`config.mk`:
```
export PLATFORM = sky130hd
export DESIGN_NAME = npu_mac_engine
export DESIGN_NICKNAME = d
export VERILOG_FILES = /design/src/rtl/npu_mac_engine.sv
export SDC_FILE = /design/constraint.sdc
export NUM_CORES = 2
export LEC_CHECK = 0
export CAP_MARGIN = 20
export CORE_ASPECT_RATIO = 1.1
export CORE_MARGIN = 2
export CORE_UTILIZATION = 69
export DETAILED_ROUTE_END_ITERATION = 16
export PLACE_DENSITY = 0.92
export SYNTH_ARGS = -nofsm -noshare
export SYNTH_HDL_FRONTEND = slang
export SYNTH_SLANG_ARGS = --single-unit
```
`constraint.sdc`:
```
create_clock -name clk -period 17.5 [get_ports clk]
set_input_delay 1.75 -clock clk [delete_from_list [all_inputs] [get_ports clk]]
set_output_delay 1.75 -clock clk [all_outputs]
set_load 0.005 [all_outputs]
```
`src/rtl/npu_mac_engine.sv`:
```
// npu_mac_engine: parametrised signed multiply-accumulate engine.
//
// The engine has NUM_PE lanes and three modes: summed conv window, independent
// lanes, and broadcast-input FCN. A job runs over cfg_len input beats. Each
// result is requantised, then packed four bytes per 32-bit output word.
//
// Ports:
//   clk, rst               clock, synchronous active-high reset
//   cfg_start              job start pulse (sampled only in IDLE)
//   cfg_len                beats in the job (0 allowed)
//   cfg_mode               0 SUM, 1 LANE, 2 BCAST, 3 treated as SUM
//   cfg_shift, cfg_relu    requantisation: arithmetic shift, optional ReLU
//   cfg_last               flush the packer when this job finishes
//   in_valid/in_ready      input beat handshake
//   in_act, in_wgt, in_neg lane activations (unsigned), weights (signed), negate flag
//   out_valid/out_ready    packed-word handshake
//   out_data, out_last     packed bytes (first result in [7:0]), final-word flag
//   busy, done             FSM not idle, one-cycle completion pulse
module npu_mac_engine #(
    parameter int unsigned NUM_PE  = 4,
    parameter int unsigned DATA_W  = 8,
    parameter int unsigned ACC_W   = 24,
    parameter int unsigned MAX_LEN = 256,
    localparam int unsigned LEN_W  = $clog2(MAX_LEN + 1)
) (
    input  logic                     clk,
    input  logic                     rst,
    input  logic                     cfg_start,
    input  logic [LEN_W-1:0]         cfg_len,
    input  logic [1:0]               cfg_mode,
    input  logic [4:0]               cfg_shift,
    input  logic                     cfg_relu,
    input  logic                     cfg_last,
    input  logic                     in_valid,
    output logic                     in_ready,
    input  logic [NUM_PE*DATA_W-1:0] in_act,
    input  logic [NUM_PE*DATA_W-1:0] in_wgt,
    input  logic                     in_neg,
    output logic                     out_valid,
    input  logic                     out_ready,
    output logic [31:0]              out_data,
    output logic                     out_last,
    output logic                     busy,
    output logic                     done
);

    localparam int unsigned IDX_W = (NUM_PE > 1) ? $clog2(NUM_PE) : 1;

    localparam logic [1:0] MODE_SUM   = 2'd0;
    localparam logic [1:0] MODE_BCAST = 2'd2;

    localparam logic signed [ACC_W-1:0] SAT_MAX = ACC_W'(127);
    localparam logic signed [ACC_W-1:0] SAT_MIN = ACC_W'(-128);

    typedef enum logic [1:0] {
        ST_IDLE,
        ST_ACC,
        ST_DRAIN,
        ST_DONE
    } state_t;

    state_t             state;
    logic [LEN_W-1:0]   len_q;
    logic [LEN_W-1:0]   beat_cnt;
    logic [1:0]         mode_q;
    logic [4:0]         shift_q;
    logic               relu_q;
    logic               last_q;
    logic [ACC_W-1:0]   acc [NUM_PE];
    logic [IDX_W-1:0]   drain_idx;
    logic [1:0]         pk_cnt;
    logic [31:0]        pk_word;

    // Lane products, each sign-extended to the accumulator width
    logic signed [DATA_W:0] act_c  [NUM_PE];
    logic [ACC_W-1:0]       prod_c [NUM_PE];
    logic [ACC_W-1:0]       sum_c;

    always_comb begin
        sum_c = '0;
        for (int i = 0; i < NUM_PE; i++) begin
            if (mode_q == MODE_BCAST) begin
                act_c[i] = $signed({1'b0, in_act[0 +: DATA_W]});
            end else begin
                act_c[i] = $signed({1'b0, in_act[i*DATA_W +: DATA_W]});
            end
            if (in_neg) begin
                act_c[i] = -act_c[i];
            end
            prod_c[i] = ACC_W'(act_c[i]) * ACC_W'($signed(in_wgt[i*DATA_W +: DATA_W]));
            sum_c     = sum_c + prod_c[i];
        end
    end

    // Requantise the accumulator currently selected for draining
    logic signed [ACC_W-1:0] shifted_c;
    logic signed [ACC_W-1:0] clamped_c;
    logic [7:0]              q_byte_c;

    always_comb begin
        shifted_c = $signed(acc[drain_idx]) >>> shift_q;
        clamped_c = shifted_c;
        if (relu_q && shifted_c[ACC_W-1]) begin
            clamped_c = '0;
        end
        if (clamped_c > SAT_MAX) begin
            clamped_c = SAT_MAX;
        end else if (clamped_c < SAT_MIN) begin
            clamped_c = SAT_MIN;
        end
        q_byte_c = clamped_c[7:0];
    end

    // Packer / output-register control. The fourth byte may only enter when the
    // output register is free (or being emptied this cycle), so DRAIN stalls there.
    logic             is_sum_c;
    logic [IDX_W-1:0] r_last_c;
    logic             out_free_c;
    logic             push_c;
    logic             flush_need_c;
    logic             flush_c;
    logic             load_c;
    logic [31:0]      pk_word_nxt_c;
    logic [31:0]      load_data_c;
    logic             load_last_c;

    always_comb begin
        is_sum_c      = (mode_q == MODE_SUM);
        r_last_c      = is_sum_c ? '0 : IDX_W'(NUM_PE - 1);
        out_free_c    = !out_valid || out_ready;
        push_c        = (state == ST_DRAIN) && ((pk_cnt != 2'd3) || out_free_c);
        flush_need_c  = (state == ST_DONE) && last_q && (pk_cnt != 2'd0);
        flush_c       = flush_need_c && out_free_c;
        pk_word_nxt_c = pk_word;
        pk_word_nxt_c[{pk_cnt, 3'b000} +: 8] = q_byte_c;
        load_c        = (push_c && (pk_cnt == 2'd3)) || flush_c;
        load_data_c   = flush_c ? pk_word : pk_word_nxt_c;
        load_last_c   = flush_c ? 1'b1 : (last_q && (drain_idx == r_last_c));
    end

    // FSM, accumulators, packer and output register
    always_ff @(posedge clk) begin
        if (rst) begin
            state     <= ST_IDLE;
            len_q     <= '0;
            beat_cnt  <= '0;
            mode_q    <= MODE_SUM;
            shift_q   <= '0;
            relu_q    <= 1'b0;
            last_q    <= 1'b0;
            drain_idx <= '0;
            pk_cnt    <= '0;
            pk_word   <= '0;
            in_ready  <= 1'b0;
            out_valid <= 1'b0;
            out_data  <= '0;
            out_last  <= 1'b0;
            busy      <= 1'b0;
            done      <= 1'b0;
            for (int i = 0; i < NUM_PE; i++) begin
                acc[i] <= '0;
            end
        end else begin
            done <= 1'b0;

            if (load_c) begin
                out_valid <= 1'b1;
                out_data  <= load_data_c;
                out_last  <= load_last_c;
            end else if (out_valid && out_ready) begin
                out_valid <= 1'b0;
                out_data  <= '0;
                out_last  <= 1'b0;
            end

            // Unfilled byte slots are kept zero so a flush word is zero-padded
            if (push_c) begin
                if (pk_cnt == 2'd3) begin
                    pk_word <= '0;
                    pk_cnt  <= '0;
                end else begin
                    pk_word <= pk_word_nxt_c;
                    pk_cnt  <= pk_cnt + 2'd1;
                end
            end else if (flush_c) begin
                pk_word <= '0;
                pk_cnt  <= '0;
            end

            case (state)
                ST_IDLE: begin
                    if (cfg_start) begin
                        len_q     <= cfg_len;
                        mode_q    <= (cfg_mode == 2'd3) ? MODE_SUM : cfg_mode;
                        shift_q   <= cfg_shift;
                        relu_q    <= cfg_relu;
                        last_q    <= cfg_last;
                        beat_cnt  <= '0;
                        drain_idx <= '0;
                        busy      <= 1'b1;
                        in_ready  <= (cfg_len != '0);
                        state     <= (cfg_len == '0) ? ST_DRAIN : ST_ACC;
                        for (int i = 0; i < NUM_PE; i++) begin
                            acc[i] <= '0;
                        end
                    end
                end
                ST_ACC: begin
                    if (in_valid && in_ready) begin
                        if (is_sum_c) begin
                            acc[0] <= acc[0] + sum_c;
                        end else begin
                            for (int i = 0; i < NUM_PE; i++) begin
                                acc[i] <= acc[i] + prod_c[i];
                            end
                        end
                        beat_cnt <= beat_cnt + LEN_W'(1);
                        if (beat_cnt + LEN_W'(1) == len_q) begin
                            in_ready <= 1'b0;
                            state    <= ST_DRAIN;
                        end
                    end
                end
                ST_DRAIN: begin
                    if (push_c) begin
                        if (drain_idx == r_last_c) begin
                            drain_idx <= '0;
                            done      <= 1'b1;
                            state     <= ST_DONE;
                        end else begin
                            drain_idx <= drain_idx + IDX_W'(1);
                        end
                    end
                end
                ST_DONE: begin
                    // Hold here only while a flush word waits for output space
                    if (!(flush_need_c && !out_free_c)) begin
                        busy  <= 1'b0;
                        state <= ST_IDLE;
                    end
                end
                default: state <= ST_IDLE;
            endcase
        end
    end

endmodule

```
### After elaboration in Yosys (flattened, before gate mapping)

Memories as Yosys holds them, arrays and structs flattened. A register that Yosys moved wholly into a read port is not among the register bits.
Index checks and enable logic that the tools add are counted.

| operators by class | value |
|---|---|
| add/sub/neg operators | 16 |
| multipliers | 4 |
| magnitude comparators | 2 |
| eq/ne operators | 15 |
| shift-type cells | 3 |
| mux-type cells | 76 |
| bitwise gates (word level) | 11 |
| reductions and logical operators | 32 |

Operators by type and width:

| cell | count |
|---|---|
| $mux 24 | 10 |
| $mux 32 | 6 |
| $add 24x24->24 | 5 |
| $mul 9x8->17 | 4 |
| $mux 9 | 6 |
| $mux 8 | 5 |
| $mux 2 | 17 |
| $bwmux 32 | 1 |
| $shift 8x7->32 const A | 1 |
| $shiftx 8x7->32 | 1 |
| $neg 9->9 | 3 |
| $mux 1 | 26 |
| $gt 24x8->1 const B | 1 |
| $lt 24x8->1 const B | 1 |
| $sshr 24x5->24 | 1 |
| $add 19x17->20 | 1 |
| $add 18x17->19 | 1 |
| $add 17x17->18 | 1 |
| $pmux 9 s2 | 1 |
| $ne 2x2->1 const B | 6 |
| $reduce_bool 2->1 | 6 |
| $eq 2x2->1 const B | 5 |
| $logic_and 1x1->1 | 10 |
| $add 9x1->9 const B | 1 |
| other kinds (22) | 39 |

| word-level totals | value |
|---|---|
| bits in registers | 102 |
| RAM bits | 96 |
| input bits | 88 |
| logic and storage cells | 176 |
| memories | 1 |

Memories:

| name | words | width | read ports | clocked after memory_dff | wr ports | RTL line | RTL |
|---|---|---|---|---|---|---|---|
| acc | 4 | 24 | 5 | 1 | 4 | 69 | `logic [ACC_W-1:0] acc [NUM_PE];` |

### Logic depth before layout (Yosys ltp)

| logic depth | value |
|---|---|
| depth after elaboration | 11 |
| mapped depth | 48 |
| depth with buffers taken out | 47 |

### Least setup slack after synthesis

OpenSTA, ideal clock, no wires.

| timing path | value |
|---|---|
| path kind | input to register |
| start point | input port in_act[0] |
| end point | memory acc[0][23] (data pin) |
| setup time | 0.265 ns |
| arrival time | 11.061 ns |
| required time | 17.235 ns |
| setup slack | 6.174 ns |
| cell stages on the path | 44 |
| buffers on the path | 0 |
| path through | inv_1 > nor2_1 > a21oi_1 > ha_1 > o21ai_0 > o21bai_1 > nand2_1 > xor2_1 > nand2_1 > fa_1 > fa_1 > inv_1 > fa_1 > inv_1 > fa_1 > inv_1 > ha_1 > inv_1 > [8 not listed] > fa_1 > inv_1 > fa_1 > inv_1 > ha_1 > nand3_1 > a2111oi_0 > nor3_1 > or2_2 > ha_1 > a21oi_1 > nor3b_1 > inv_1 > a31oi_1 > o21a_1 > a2111oi_0 > nand2b_1 > or3_1 |

RTL lines:

| element | RTL line | RTL |
|---|---|---|
| from (decl) | 36 | `input logic [NUM_PE*DATA_W-1:0] in_act,` |
| to (decl) | 69 |  |

==> impl_metrics.tcl <==
set metrics [dict create \
    cts-buffers-inserted 17 \
    ant_nets 0 \
    finalCriticalPeriod_ns 13.14 \
    crit_family "adder cells" \
    clockBufferDepth 2 \
    rows 78 \
    rsz0062_at_grt "false" \
    grt_pass1_vias 25640 \
    dr.first_iter.drc_count 1943 \
    final_common_cell "inv_1" \
    max_freq_ghz 0.07613 \
    netlist_area_mm2 0.02861 \
    synthesis.area_per_instance_um2 8.612 \
    die_x_um 198.2 \
    finalCritPeriodShare 0.7506 \
    ioPinCount 125 \
    yosys_register_bits 200 \
    cts_resized 0 \
    cts-htree-levels 4 \
    layout_common_cells "inv_1, nand2_1, fa_1" \
    path_class "in2reg" \
    tns_ns 0 \
    crit_fanout 10 \
    crit_top_cell "inv_1" \
    routed_wl_mm 78.72 \
    netlist-cell-type-count 84 \
    viasPerCell 6.347 \
    cp_num_buf_inv 10 \
    cts_tree "done" \
    gp_congestion 1.028 \
    vias 25140 \
    cts_root_buffer "clkbuf_16" \
    worstSetupStartpointType "input pin" \
    path_clk_slew_ns 0.07 \
    initial_core_util 0.6963 \
    slew_headroom 0.1741 \
    crit_path_end_kind "register" \
    synthArstFlopShare 0 \
    grt_max_degree 66 \
    syn_inst 3322 \
    antennaDiodeCount 0 \
    area_growth_pct 8.222 \
    status "finished clean" \
    ys_warn_count 0 \
    chipHeight_um 217.6 \
    postCtsHoldBufs 0 \
    ys_dominant_reg_cell "dfxtp_1" \
    antenna_found_initial 0 \
    drtPass1Iterations 8 \
    hold_path_class "reg2reg" \
    nNetsFinal 4033 \
    fill_cells 2932 \
    drc_errors 0 \
    drive_gt1_frac 0.04059 \
    synth_edf_count 72 \
    io_buffers 124 \
    worstSkewPairLatency_ns 0.47 \
    cap_violations 0 \
    grt_pass1_wl_mm 127.0 \
    yosysSeqAreaShare 0.1651 \
    syn_nets 3968 \
    dp_hpwl_mm 63.18 \
    tightest_slew_ns 1.229 \
    crit_path_top_delay_cell "xor2_1" \
    cp.required_ns 17.71 \
    slew_violations 0 \
    hold_viol_final 0 \
    finClkSkew_ns 0.01917 \
    overflow 0 \
    post_drt_wl_per_cell_um 19.88 \
    worstPathArrival_ns 13.34 \
    track_usage 0.3704 \
    postCtsSetupBuffers 0 \
    cts_sinks 200 \
    setup_viol 0 \
    dieArea_mm2 0.04311 \
    slowest_delay_ns 0.74 \
    core_area_mm2 0.04109 \
]
## worst min-delay path, cell delays in order, from the launching register on
cell     delay (ns)
dfxtp_1        0.32
nand2_1        0.05
a21oi_1        0.06
## worst paths after layout
path	start	endpoint	slack, ns	cells after the start
max reg2reg	mode_q[0]$_SDFFE_PP0P_	acc[0][23]$_DFFE_PP_	5.49	46
min reg2reg	len_q[6]$_SDFFE_PP0P_	len_q[6]$_SDFFE_PP0P_	0.48	2
min	len_q[6]$_SDFFE_PP0P_	len_q[6]$_SDFFE_PP0P_	0.48	2
max	in_act[0]	acc[0][23]$_DFFE_PP_	4.36	46
## through the flow
| step | area (um2) | cells | util | hold slack (ns) | setup slack [ns] |
|---|---|---|---|---|---|
| after floorplan | 28610 | 3322 | - | 0.4435 | 6.174 |
| final | 30960 | 3960 | 0.7536 | 0.4809 | 4.364 |
| after detailed placement | 30300 | 3925 | 0.7375 | 0.4635 | 4.172 |
| after global routing | 30960 | 3960 | 0.7536 | 0.5065 | 3.649 |
| after global placement | 30300 | 3925 | 0.7375 | 0.4590 | 4.454 |
| after CTS | 30900 | 3957 | 0.7521 | 0.4785 | 4.609 |
## area by class of cell
cell class | instances | area (um2) | area share
Clock buffer | 18 | 450.4 | 0.01455
Tap cell | 560 | 700.7 | 0.02263
Multi-Input combinational cell | 2560 | 21770 | 0.7031
Clock inverter | 14 | 148.9 | 0.004809
Inverter | 464 | 1742 | 0.05625
Sequential cell | 200 | 4725 | 0.1526
Timing Repair Buffer | 144 | 1426 | 0.04607
## Yosys cell counts (6+ instances only)
master    number  area (um2)
inv_1        459        1723
nand2_1      285        1070
fa_1         284        5685
ha_1         274        3428
nor2_1       248       930.9
a21oi_1      203        1016
and2_1       146       913.4
xnor2_1      136        1191
dfxtp_1      128        2562
nor3_1        94       470.5
xor2_1        79       691.9
o21ai_0       78       390.4
clkbuf_1      73       274.0
edfxtp_1      72        2162
a21o_1        67       503.0
nor2b_1       60       375.4
nand3_1       53       265.3
a22oi_1       37       277.8
nand2b_1      36       225.2
a22o_1        35       306.5
o22ai_1       31       193.9
mux4_2        30       675.7
o32ai_1       30       262.8
mux2i_1       27       270.3
o21bai_1      27       202.7
o21a_1        26       195.2
or3_1         22       137.6
a31oi_1       21       131.4
and3_1        20       125.1
a211oi_1      19       142.6
buf_1         19       71.32
or2_2         19       118.9
mux2_2         9       101.4
nor3b_1        9       67.56
nor4_1         9       56.30
o41ai_1        9       78.83
nand4_1        8       50.05
o31ai_1        8       60.06
nand3b_1       7       52.55
o21ai_1        7       35.03
a211o_1        6       52.55
a31o_2         6       52.55
o31a_1         6       52.55
## registers in the layout, summed over array words and instances (netlist names), named ones only
register and cells:
acc 96, beat_cnt 9, busy 1, done 1, drain_idx 2, in_ready 1
last_q 1, len_q 9, mode_q 2, out_data 32, out_last 1, out_valid 1
pk_cnt 2, pk_word 32, relu_q 1, shift_q 5, state 2
## per-layer routing
metal  global-route usage  up-vias  share of wire
met3              0.05320      353          0.066
met1               0.4301    12140           0.38
met4               0.2634        0          0.078
li1                     -    11430              -
met5                    0        -              0
met2               0.6292     1211           0.48
## logic make-up after synthesis
group / count (synthesis) / synth area share
simple gates: 1031 / 0.1743
compound gates: 688 / 0.1644
buf+inv: 562 / 0.07443
fa+ha+maj: 558 / 0.3186
xor+xnor: 215 / 0.06582
flops: 200 / 0.1651
mux: 68 / 0.03739
Power is left out: the tool's default activity adds up to more than one toggle a clock period on the data nets, which glitch-free logic cannot reach.
